==> src/rtl/scan_sel_gen_pkg.sv <==
// Shared definitions for the 2-to-4 decoder scan selector: FSM states,
// default dwell width and the position-stepping helpers.
package scan_sel_gen_pkg;

   localparam int DWELL_W_DEF = 8;

   typedef enum logic {
      IDLE = 1'b0,
      RUN  = 1'b1
   } state_t;

   function automatic logic [1:0] next_pos(input logic [1:0] pos, input logic dir);
      return dir ? pos - 2'd1 : pos + 2'd1;
   endfunction

   function automatic logic is_wrap(input logic [1:0] pos, input logic dir);
      return dir ? (pos == 2'd0) : (pos == 2'd3);
   endfunction

endpackage

==> src/rtl/scan_sel_gen_step_edge_det.sv <==
// Rising-edge detector for the manual step request; the previous sample is
// registered so an edge is flagged in the cycle step_req is first seen high.
module step_edge_det (
   input  logic clk,
   input  logic rst,
   input  logic step_req,
   output logic step_edge
);

   logic step_prev;

   always_ff @(posedge clk) begin
      if (rst) begin
         step_prev <= 1'b0;
      end else begin
         step_prev <= step_req;
      end
   end

   assign step_edge = step_req & ~step_prev;

endmodule

==> src/rtl/scan_sel_gen.sv <==
// Scan selector: walks a 2-bit position (decoder inputs A/B) either
// automatically with a programmable dwell or by manual single steps.
module scan_sel_gen
   import scan_sel_gen_pkg::*;
#(
   parameter int DWELL_W = DWELL_W_DEF
) (
   input  logic               clk,
   input  logic               rst,
   input  logic               en,
   input  logic               dir,
   input  logic [DWELL_W-1:0] dwell,
   input  logic               step_req,
   output logic               A,
   output logic               B,
   output logic               tick,
   output logic               wrap,
   output logic               busy
);

   localparam logic [DWELL_W-1:0] CNT_ONE = {{(DWELL_W-1){1'b0}}, 1'b1};

   state_t             state;
   logic [1:0]         pos;
   logic [DWELL_W-1:0] cnt;
   logic [DWELL_W-1:0] dwell_lat;
   logic               step_edge;

   step_edge_det u_step_edge_det (
      .clk       (clk),
      .rst       (rst),
      .step_req  (step_req),
      .step_edge (step_edge)
   );

   assign A = pos[1];
   assign B = pos[0];

   // The dwell value is re-latched at every advance so a new dwell only
   // governs the position that starts after the current one ends.
   always_ff @(posedge clk) begin
      if (rst) begin
         state     <= IDLE;
         pos       <= 2'd0;
         cnt       <= '0;
         dwell_lat <= '0;
         tick      <= 1'b0;
         wrap      <= 1'b0;
         busy      <= 1'b0;
      end else begin
         tick <= 1'b0;
         wrap <= 1'b0;
         case (state)
            IDLE: begin
               if (en) begin
                  state     <= RUN;
                  busy      <= 1'b1;
                  cnt       <= '0;
                  dwell_lat <= dwell;
               end else if (step_edge) begin
                  pos  <= next_pos(pos, dir);
                  tick <= 1'b1;
                  wrap <= is_wrap(pos, dir);
               end
            end
            RUN: begin
               if (!en) begin
                  state <= IDLE;
                  busy  <= 1'b0;
                  cnt   <= '0;
               end else if (cnt == dwell_lat) begin
                  cnt       <= '0;
                  dwell_lat <= dwell;
                  pos       <= next_pos(pos, dir);
                  tick      <= 1'b1;
                  wrap      <= is_wrap(pos, dir);
               end else begin
                  cnt <= cnt + CNT_ONE;
               end
            end
            default: begin
               state <= IDLE;
               busy  <= 1'b0;
               cnt   <= '0;
            end
         endcase
      end
   end

endmodule

==> config.mk <==
export PLATFORM = sky130hd
export DESIGN_NAME = scan_sel_gen
export DESIGN_NICKNAME = d
export VERILOG_FILES = /design/src/rtl/scan_sel_gen_pkg.sv /design/src/rtl/scan_sel_gen_step_edge_det.sv /design/src/rtl/scan_sel_gen.sv
export SDC_FILE = /design/constraint.sdc
export NUM_CORES = 1
export LEC_CHECK = 0
export CAP_MARGIN = 40
export CORE_UTILIZATION = 55
export CTS_CLUSTER_DIAMETER = 40
export DETAILED_ROUTE_END_ITERATION = 8
export GPL_TIMING_DRIVEN = 0
export MAX_ROUTING_LAYER = met4
export PLACE_DENSITY_LB_ADDON = 0.25
export SYNTH_ARGS = -nofsm -noshare
export SYNTH_HDL_FRONTEND = slang
export SYNTH_SLANG_ARGS = --single-unit
==> constraint.sdc <==
create_clock -name clk -period 4.21 [get_ports clk]
set_input_delay 0.421 -clock clk [delete_from_list [all_inputs] [get_ports clk]]
set_output_delay 0.421 -clock clk [all_outputs]
set_load 0.05 [all_outputs]
# Word-level counts from Yosys, hierarchy flattened

Cells that the tools add are included.

Add/sub/neg operators: 3
Equality and inequality tests: 8
Multiplexer cells: 29
Bitwise operators: 3
Reductions and logical operators: 4

Operators by type and width:

| operator            | number |
|---|---|
| $mux 8              | 6 |
| $pmux 8 s2          | 2 |
| $mux 1              | 12 |
| $mux 2              | 5 |
| $ne 2x2->1 const B  | 5 |
| $add 8x1->8 const B | 1 |
| $eq 8x8->1          | 1 |
| $pmux 1 s2          | 3 |
| $pmux 2 s2          | 1 |
| $reduce_and 4->1    | 1 |
| $reduce_and 3->1    | 1 |
| $add 2x1->2 const B | 1 |
| $eq 2x2->1 const B  | 1 |
| $logic_not 2->1     | 1 |
| $ne 2x1->1 const B  | 1 |
| $not 1->1           | 2 |
| $reduce_and 2->1    | 1 |
| $sub 2x1->2 const B | 1 |
| $and 1x1->1         | 1 |

Register bits: 23
Input port bits: 13
Output and inout bits: 5
Word-level logic and storage cells: 55

# Depth between registers and ports, before layout

Gate-level depths: netlist of run 1.

Word-level depth: 5
Mapped depth: 6
Mapped depth without buffers: 6

# Cells and area by module

From an unflattened synthesis of run 1, not the netlist that was laid out.

Cells, all modules: 130
Area total of the unflattened synthesis: 1,181.1 um^2

Modules (own cells, without submodules):

| module        | times used | cells each | area each (um^2) | sequential area each (um^2) |
|---|---|---|---|---|
| scan_sel_gen  | 1          | 127        | 1,133.6          | 440.4 |
| step_edge_det | 1          | 3          | 47.5             | 20.0 |

# Least setup slack after synthesis of run 1

No wires, ideal clock.

Kind: input -> register
Start: input en
End: register pos[1]
Arrival time: 1.551 ns
Slack: 2.588 ns
Stages: 5
Buffers on the path: 0
Cells stage by stage: inv_1 ha_1 o21bai_1 or4_1 a21oi_1

Word-level cells in the longest chain between the ends: 2
Elaborated cells on any way between the ends: 3

RTL lines:

| item                                  | RTL line           | RTL |
|---|---|---|
| start, declared                       | scan_sel_gen.sv:10 | `input logic en,` |
| $ne 2x2->1 (no source line)           | -                  |  |
| $reduce_and 4->1 (no source line) (*) | -                  |  |
| end signal, assigned                  | scan_sel_gen.sv:61 | `pos <= next_pos(pos, dir);` |
| end signal, assigned                  | scan_sel_gen.sv:74 | `pos <= next_pos(pos, dir);` |
| end, declared                         | scan_sel_gen.sv:24 | `logic [1:0] pos;` |

Mark *: on every way between the ends. The rest lies on a longest branch, timed or not.
A chain may end at the register's enable or synchronous reset.

# Final worst setup path of run 1

Start: register pos[0]
End: output B

RTL lines:

| item          | RTL line           | RTL |
|---|---|---|
| end, declared | scan_sel_gen.sv:15 | `output logic B,` |

No word-level cell between the ends.

==> summary.md, run 1 <==
| Metric | Value |
|---|---|
| Row count | `15` |
| Area growth from synthesis to layout | `19.6%` |
| Yosys top cell by area | `dfxtp_1` |
| Tightest Pin Transition | `around 530 ps` |
| CTS tree | `built` |
| Power Density | `between 300 and 400 nW/µm²` |
| I/O pin total | `18` |
| Clock root buffer | `clkbuf_4` |
| CTS resizes | `0` |
| Routability cong. | `0.858` |
| Post-Place Cell Area | `around 1300 µm²` |
| Layout cells sized above 1 | `under 10%` |
| Synth area leaders | `dfxtp_1, xnor2_1, nand3_1` |
| First-pass GRT wire length | `between 4 and 5 mm` |
| Worst EP required | `between 3000 and 4000 ps` |
| Slowest cell on crit path | `clkdlybuf4s50_1` |
| Post-synthesis sequential area ratio | `between 40% and 50%` |
| Max Freq | `roughly 500 MHz` |
| CP bufs+invs | `1` |
| Final core utilization | `about three quarters` |
| Vias in the first global route | `933` |
| Max Cap Viol | `0` |
| Post-CTS Setup Repair Bufs | `0` |
| Final Hold Fails | `0` |
| Worst-path clk slew | `between 100 and 150 ps` |
| Status | `finished clean` |
| Post-synth top area share | `between 40% and 50%` |
| Total negative slack | `0 ps` |
| Worst path cell trace | `clkdlybuf4s50_1` |
| Detailed Place HPWL | `approximately 1.8 mm` |
| Hold crit path type | `reg -> reg` |
| RSZ-0062 raised after global routing | `false` |
| Final instance area | `between 1000 and 1500 µm²` |
| Antenna viol nets, final | `0` |
| Clock Latency Late Sink | `roughly 310 ps` |
| Crit Path Max Fanout | `6` |
| Post-Syn Area per Cell | `around 8 µm²` |
| H-tree depth | `1` |
| Overall routed net length | `~2.5 mm` |
| Yosys reg bits | `23` |
| Endpoints failing setup | `0` |
| CP Class | `reg -> out` |
| Pleak | `0.000432 µW` |
| CP Launch Type | `flip-flop` |
| Nets | `approximately 170` |
| Worst slew margin relative to its limit | `about 64%` |
| Die Span Y | `around 47 µm` |
| Die span in x | `around 47 µm` |
| Peak supply drop | `between 0.0002 and 0.00025 V` |
| Post-Synthesis Cells | `~140` |
| Effective utilization at floorplan | `61.5%` |
| Clock buffer count from CTS | `3` |
| Count of cell types in the netlist | `28` |
| Die area | `2200 µm²` |
| Grt ovf | `0` |
| Antenna violations before repair | `0` |
| I/O Buffers | `16` |
| Min Clock Period, post-route | `2000 ps` |
| Syn nets | `about 150` |
| Via-per-instance ratio | `between 5 and 6` |
| Router iterations before antenna repair | `4` |
| Cell family with most CP delay | `buffers and inverters` |
| Setup crit end kind | `output pin` |
| Synthesized area | `~1100 µm²` |
| CORE AREA | `between 1500 and 2000 µm²` |
| Largest net degree at the start of global routing | `13` |
| Clk_skew | `approximately 5.5 ps` |
| Arr. time, crit path | `between 1500 and 2000 ps` |
| Diodes inserted | `0` |
| CTS Hold Bufs | `0` |
| Most frequent cells in the layout | `dfxtp_1, clkdlybuf4s50_1, nand3_1` |
| Via count | `between 1000 and 1500` |
| Clock sinks | `23` |
| Total GRT Usage | `between 20% and 30%` |
| Most common cell after layout, fill and taps aside | `dfxtp_1` |
| Routed WL per cell | `around 14 µm` |
| Fin crit share | `a little under half` |
| Detailed router's first-iteration violation count | `36` |
| Synth Warn # | `0` |
| CTS Buffer Depth | `2` |
| CP peak stage delay | `between 800 and 900 ps` |
| Slew Limit Fails | `0` |
| Drt drc | `0` |
## cells in the mapped netlist
master / n
dfxtp_1: 23
nand3_1: 13
a21oi_1: 12
inv_1: 9
nor2_1: 9
o21ai_0: 9
xnor2_1: 9
a31oi_1: 7
nand2_1: 7
o22ai_1: 6
nor3_1: 5
nand4_1: 4
clkbuf_1: 3
ha_1: 3
nor2b_1: 3
a22oi_1: 2
and4_1: 2
a211oi_1: 1
and3_1: 1
clkbuf_2: 1
nand3b_1: 1
nor3b_1: 1
o21ai_1: 1
o21bai_1: 1
o31ai_1: 1
or2_2: 1
or3_1: 1
or4_1: 1
## registers in the layout, indices dropped and copies added (netlist names)
register	flops
tick	1
dwell_lat	8
busy	1
u_step_edge_det.step_prev	1
pos	2
wrap	1
state	1
cnt	8
## metal layers
metal | vias up | routed length (µm) | global-route usage (%)
met5 | - | 0 | -
met4 | 0 | 40 | 12.0
met3 | 5 | 141 | 4.62
met2 | 43 | 1140 | 40.8
met1 | 505 | 1140 | 35.7
li1 | 535 | - | -
## cell families (layout without fill, tap and decap cells)
kind of cell               count (synthesis)  after routing  share of synthesized area (%)
adders and majority gates                  3              3                           3.39
xor gates and xnor gates                   9              9                           7.11
DFF                                       23             23                           41.5
and+or+nand+nor                           49             49                           22.8
AOI/OAI and AO/OA                         40             40                           20.7
buffers and inverters                     13             33                           4.51
## area by class of cell
class | count | area, µm²
Multi-Input combinational cell | 101 | 598
Clock buffer | 4 | 26.3
Sequential cell | 23 | 460
Fill cell | 151 | 475
Timing Repair Buffer | 16 | 160
Buffer | 4 | 16.3
Tap cell | 25 | 31.3
Inverter | 9 | 33.8
## worst register-to-register path, delay by kind of cell (launching register included)
kind / cells / cell delay, ps
simple gates: 1 / 480
flops: 1 / 450
compound gates: 2 / 370
fa+ha+maj: 1 / 320
buf+inv: 1 / 110
## stage by stage
stage               worst slack [ps]  std cells  hold WS, ps  power [µW]
global route                    2110        182          501         456
CTS                             2200        182          508         434
finish                          2210        182          505         432
detailed placement              1940        178          490         335
floorplan                       2590        137          466         303
global placement                2040        178          479         331
## worst paths after layout
check | startpoint | end | slack, ps | cells after the start
hold reg to reg | dwell_lat[4] | dwell_lat[4] | 510 | 2
setup reg to reg | state | pos[1] | 2410 | 5
setup / recovery | pos[0] | B | 2210 | 1
hold / removal | dwell_lat[4] | dwell_lat[4] | 510 | 2
## power breakdown
group	internal, µW	leakage, µW	switching [µW]
Combinational	38.8	0.000229	55.7
Clock	37.0	0.0000150	63.5
Sequential	228	0.000188	8.83
Total	304	0.000432	128
Note: power is estimated with default switching activity, not from simulation.
==> inputs of run 2 (changes only) <==
--- a/config.mk
+++ b/config.mk
@@ -6,7 +6,7 @@
 export NUM_CORES = 1
 export LEC_CHECK = 0
 export CAP_MARGIN = 40
-export CORE_UTILIZATION = 55
+export CORE_UTILIZATION = 51
 export CTS_CLUSTER_DIAMETER = 40
 export DETAILED_ROUTE_END_ITERATION = 8
 export GPL_TIMING_DRIVEN = 0
==> constraint.sdc (replaced) <==
create_clock -name clk -period 1.85 [get_ports clk]
set_input_delay 0.185 -clock clk [delete_from_list [all_inputs] [get_ports clk]]
set_output_delay 0.185 -clock clk [all_outputs]
set_load 0.05 [all_outputs]
==> summary.md, run 2 (synthesized netlist as in run 1, its figures left out) <==
| Metric | Value |
|---|---|
| Most frequent cells in the layout | `dfxtp_1, clkdlybuf4s50_1, nand3_1` |
| FF+latch area | `roughly 460 µm²` |
| FILL cells | `180` |
| Die area | `2360 µm²` |
| Worst slew margin relative to its limit | `slightly above 60%` |
| Detailed router's first-iteration violation count | `36` |
| Worst hold slack | `286 ps` |
| Via-per-instance ratio | `5.72` |
| Slew Limit Fails | `0` |
| Final cell count without fillers | `between 150 and 200` |
| Most common cell after layout, fill and taps aside | `dfxtp_1` |
| Max Freq | `around 570 MHz` |
| Arr. time, crit path | `between 1500 and 2000 ps` |
| Clock Latency Late Sink | `around 310 ps` |
| Row count | `16` |
| Largest net degree at the start of global routing | `13` |
| CP peak stage delay | `between 800 and 900 ps` |
| Final core utilization | `66.4%` |
| H-tree depth | `1` |
| CORE AREA | `roughly 2000 µm²` |
| Worst path cell trace | `clkdlybuf4s50_1` |
| Met1 Use GR | `29.0%` |
| M3 GR Usage | `3.77%` |
| Total GRT Usage | `roughly 22%` |
| Worst EP required | `between 1500 and 2000 ps` |
| Cell family with most CP delay | `buffers and inverters` |
| Max Cap Viol | `0` |
| Slowest cell on crit path | `clkdlybuf4s50_1` |
| Post-Place Cell Area | `roughly 1300 µm²` |
| Clk_skew | `a little under 0.8 ps` |
| Final Hold Fails | `0` |
| Diodes inserted | `0` |
| CP Launch Type | `flip-flop` |
| CP bufs+invs | `1` |
| Vias in the first global route | `around 940` |
| Crit Path Max Fanout | `6` |
| Via count | `1052` |
| Antenna viol nets, final | `0` |
| Routability cong. | `a little over 0.8` |
| Overall routed net length | `roughly 2.4 mm` |
| Top Registers | `cnt x8, dwell_lat x8, pos x2` |
| CP Class | `reg -> out` |
| Multi-input logic area | `598 µm²` |
| Hold crit path type | `in -> reg` |
| Tightest Pin Transition | `roughly 560 ps` |
| Clock root buffer | `clkbuf_4` |
| Fin crit share | `between 90% and 100%` |
| Die Span Y | `slightly below 50 µm` |
| Clock sinks | `23` |
| Pleak | `between 0.0004 and 0.0005 µW` |
| RSZ-0062 raised after global routing | `false` |
| Most used routing layer | `met2` |
| Drt drc | `0` |
| Worst-path clk slew | `~120 ps` |
| Dpl cells | `180` |
| Setup crit end kind | `output pin` |
| CTS Buffer Depth | `2` |
| Effective utilization at floorplan | `between 50% and 60%` |
| Status | `finished clean` |
| Final instance area | `approximately 1300 µm²` |
| Min Clock Period, post-route | `approximately 1800 ps` |
| Die span in x | `just under 50 µm` |
| Area growth from synthesis to layout | `20.0%` |
| I/O pin total | `18` |
| CTS tree | `built` |
| Routed WL per cell | `12.9 µm` |
| I/O Buffers | `16` |
| Peak supply drop | `between 0.0004 and 0.0005 V` |
| Endpoints failing setup | `0` |
| Nets | `between 150 and 200` |
| Antenna violations before repair | `0` |
| Power Density | `~740 nW/µm²` |
| Met2 usage | `a little over a third` |
| Clock buffer count from CTS | `3` |
| Layout cells sized above 1 | `approximately 3.8%` |
| Detailed Place HPWL | `1.72 mm` |
| First-pass GRT wire length | `a little over 4 mm` |
| Grt ovf | `0` |
| Router iterations before antenna repair | `4` |
==> run 2: cell counts in the layout (fill, tap and decap cells not counted) <==
No cell type changed its count.
==> run 2: metrics by stage <==
step | setup TNS, ps | worst slack [ps] | total power (µW)
2_1_floorplan | 0 | 270 | 689
3_3_place_gp | -638 | -81.5 | 754
3_5_place_dp | -991 | -136 | 759
4_1_cts | 0 | 89.7 | 988
5_1_grt | 0 | 24.6 | 1030
6_report | 0 | 93.3 | 985
==> run 2: path summary, 6_finish.rpt <==
| kind | from | end | slack (ps) | depth (start not counted) |
|---|---|---|---|---|
| max reg2reg | cnt[5] | pos[1] | 160 | 5 |
| max | pos[0] | B | 90 | 1 |
| min | rst | u_step_edge_det.step_prev | 290 | 2 |
| min reg2reg | dwell_lat[0] | dwell_lat[0] | 500 | 2 |
==> run 2: cell type report <==
cell class	instances	share of cell area, %
plain buffers	4	1.22
clock buffers	4	1.98
inverters	9	2.54
flip-flops and latches	23	34.7
repair buffers	16	12.0
well taps	27	2.54
multi-input cells	101	45.0
==> run 2: timing repair <==
action | 4_1_cts | 5_1_grt
setup buffers | 0 | 0
setup endpoints to repair | 0 | 4
hold buffers | 0 | 0
gates resized for setup | 0 | 1
==> run 2: routing by layer <==
metal | wire, µm | share of wire (%)
met3 | 97 | 4.1
met2 | 1050 | 45
met5 | 0 | 0
met1 | 1190 | 50
met4 | 24 | 1.0
==> run 2: power by group <==
group | leakage [µW] | switching (µW) | internal [µW]
combinational | 0.000229 | 124 | 88.2
sequential | 0.000188 | 18.8 | 520
clock | 0.0000150 | 150 | 84.2
==> run 2: worst register-to-register path: cells and delay by family (launching register included) <==
family,cells,cell delay [ps]
DFF,1,450
xor gates and xnor gates,1,170
and+or+nand+nor,2,760
AOI/OAI and AO/OA,2,250
==> inputs of run 3 (changes only) <==
--- a/config.mk
+++ b/config.mk
@@ -6,6 +6,7 @@
 export NUM_CORES = 1
 export LEC_CHECK = 0
 export CAP_MARGIN = 40
+export CORE_MARGIN = 2
 export CORE_UTILIZATION = 51
 export CTS_CLUSTER_DIAMETER = 40
 export DETAILED_ROUTE_END_ITERATION = 8
==> constraint.sdc (replaced) <==
create_clock -name clk -period 1.85 [get_ports clk]
set_input_delay 0.185 -clock clk [delete_from_list [all_inputs] [get_ports clk]]
set_output_delay 0.185 -clock clk [all_outputs]
set_load 0.01 [all_outputs]
==> summary.md, run 3 (synthesized netlist as in run 1, its figures left out) <==
| Metric | Value |
|---|---|
| Total Power | `just under 1000 µW` |
| Top Registers | `cnt x8, dwell_lat x8, pos x2` |
| Internal | `between 600 and 700 µW` |
| Detailed Place HPWL | `1.78 mm` |
| Nets | `around 170` |
| Post-Place Cell Area | `1300 µm²` |
| Largest net degree at the start of global routing | `14` |
| Arr. time, crit path | `1970 ps` |
| Worst EP required | `around 2100 ps` |
| Max Freq | `around 580 MHz` |
| Vias in the first global route | `~970` |
| Worst-path clk slew | `around 130 ps` |
| Final core utilization | `approximately two thirds` |
| Clock sinks | `23` |
| Effective utilization at floorplan | `a little under three fifths` |
| Tightest Pin Transition | `~560 ps` |
| Setup crit end kind | `flip-flop` |
| Status | `finished clean` |
| Fin crit share | `around 93%` |
| CTS tree | `built` |
| CORE AREA | `between 2000 and 2500 µm²` |
| Slew Limit Fails | `0` |
| Via-per-instance ratio | `5.67` |
| Setup crit end | `pos[1]` |
| Clock buffer count from CTS | `3` |
| Clock share of power | `between 20% and 30%` |
| R2r setup slk | `roughly 130 ps` |
| Worst slew margin relative to its limit | `62.2%` |
| Worst R2R End | `pos[1]` |
| I/O Buffers | `16` |
| Min Clock Period, post-route | `between 1500 and 2000 ps` |
| CP startpoint | `cnt[5]` |
| Die Span Y | `approximately 51 µm` |
| Reg power frac | `a little under three fifths` |
| Total GRT Usage | `between 20% and 30%` |
| Via count | `between 1000 and 1500` |
| Combinational share of power | `slightly below 20%` |
| Die area | `2560 µm²` |
| H-tree depth | `1` |
| Detailed router's first-iteration violation count | `20` |
| CP Class | `reg -> reg` |
| Peak supply drop | `about 0.00045 V` |
| Diodes inserted | `0` |
| FILL cells | `around 180` |
| I/O pin total | `18` |
| Clock Latency Late Sink | `between 300 and 400 ps` |
| Dpl cells | `180` |
| Final Hold Fails | `0` |
| First-pass GRT wire length | `4.11 mm` |
| Die span in x | `around 50 µm` |
| Power Density | `between 700 and 800 nW/µm²` |
| Drt drc | `0` |
| Grt ovf | `0` |
| Final cell count without fillers | `around 180` |
| Pleak | `approximately 0.00043 µW` |
| Switching portion of total power | `around 29%` |
| RSZ-0062 raised after global routing | `false` |
| Antenna violations before repair | `0` |
| Final instance area | `roughly 1300 µm²` |
| CP Launch Type | `flip-flop` |
| Hold crit path type | `in -> reg` |
| Clk_skew | `5.31 ps` |
| Row count | `16` |
| Router iterations before antenna repair | `4` |
| Worst hold slack | `~270 ps` |
| Routability cong. | `0.825` |
| Worst R2R Path Depth | `5` |
| Routed WL per cell | `about 13 µm` |
| Most common cell after layout, fill and taps aside | `dfxtp_1` |
| Reg-to-Reg Start | `cnt[5]` |
| CTS Buffer Depth | `2` |
| Antenna viol nets, final | `0` |
| Area growth from synthesis to layout | `20.1%` |
| Crit Path Max Fanout | `6` |
| Layout cells sized above 1 | `4.46%` |
| Overall routed net length | `between 2 and 2.5 mm` |
| Clock root buffer | `clkbuf_4` |
| Max Cap Viol | `0` |
| Sw power | `around 280 µW` |
| Endpoints failing setup | `0` |
| Most frequent cells in the layout | `dfxtp_1, clkdlybuf4s50_1, nand3_1` |
-- run 3: changes by cell type in the layout (fill, tap and decap cells not counted), sizes merged --
cell,before,now
clkbuf,8,7
clkinv,0,1
-- run 3: worst min path at each step --
stage	cells past startpoint	from	to	slack (ps)
4_1_cts	2	rst	u_step_edge_det.step_prev	280
3_5_place_dp	2	dwell_lat[0]	dwell_lat[0]	490
5_1_grt	2	rst	dwell_lat[4]	300
3_3_place_gp	2	dwell_lat[4]	dwell_lat[4]	480
2_1_floorplan	1	step_req	u_step_edge_det.step_prev	310
6_report	2	rst	u_step_edge_det.step_prev	270
-- run 3: power groups by stage --
stage                     Combinational (µW)  Sequential [µW]  Clock (µW)
final                                    189              539         241
after global routing                     210              542         262
after detailed placement                 187              550           0
after global placement                   182              548           0
after floorplan                          114              550           0
after CTS                                188              538         243
-- run 3: area by class of cell --
cell class              count  area, µm²  area share, %
inverters                   9       33.8           2.54
clock inverters             1       5.00          0.376
well taps                  27       33.8           2.54
plain buffers               4       16.3           1.22
multi-input cells         101        598           44.9
repair buffers             16        160           12.0
clock buffers               3       22.5           1.69
flip-flops and latches     23        462           34.7
-- run 3: worst max-delay path: stages, from the launching register on --
cell and delay, ps:
dfxtp_1 460, xnor2_1 160, and4_1 250, a21oi_1 100
or4_1 510, a21oi_1 160
-- run 3: through the flow --
step                      setup TNS, ps  setup slack, ps
after global placement             -631            -81.0
final                                 0              132
after detailed placement          -1210             -175
after floorplan                       0              270
after global routing                  0             10.6
after CTS                             0             68.4
-- run 3: repair_timing --
action	4_1_cts	5_1_grt
buffers inserted	0	0
setup endpoints to repair	0	6
hold buffers	0	0
endpoints found under the hold margin	0	0
gates resized for setup	0	1
-- run 3: per-layer routing --
| layer | part of all wire [%] | global-route usage (%) | up-vias |
|---|---|---|---|
| met5 | 0 | - | - |
| met4 | 0.33 | 5.41 | 0 |
| met3 | 4.2 | 2.68 | 2 |
| met2 | 46 | 34.6 | 22 |
| met1 | 49 | 28.3 | 480 |
| li1 | - | - | 539 |
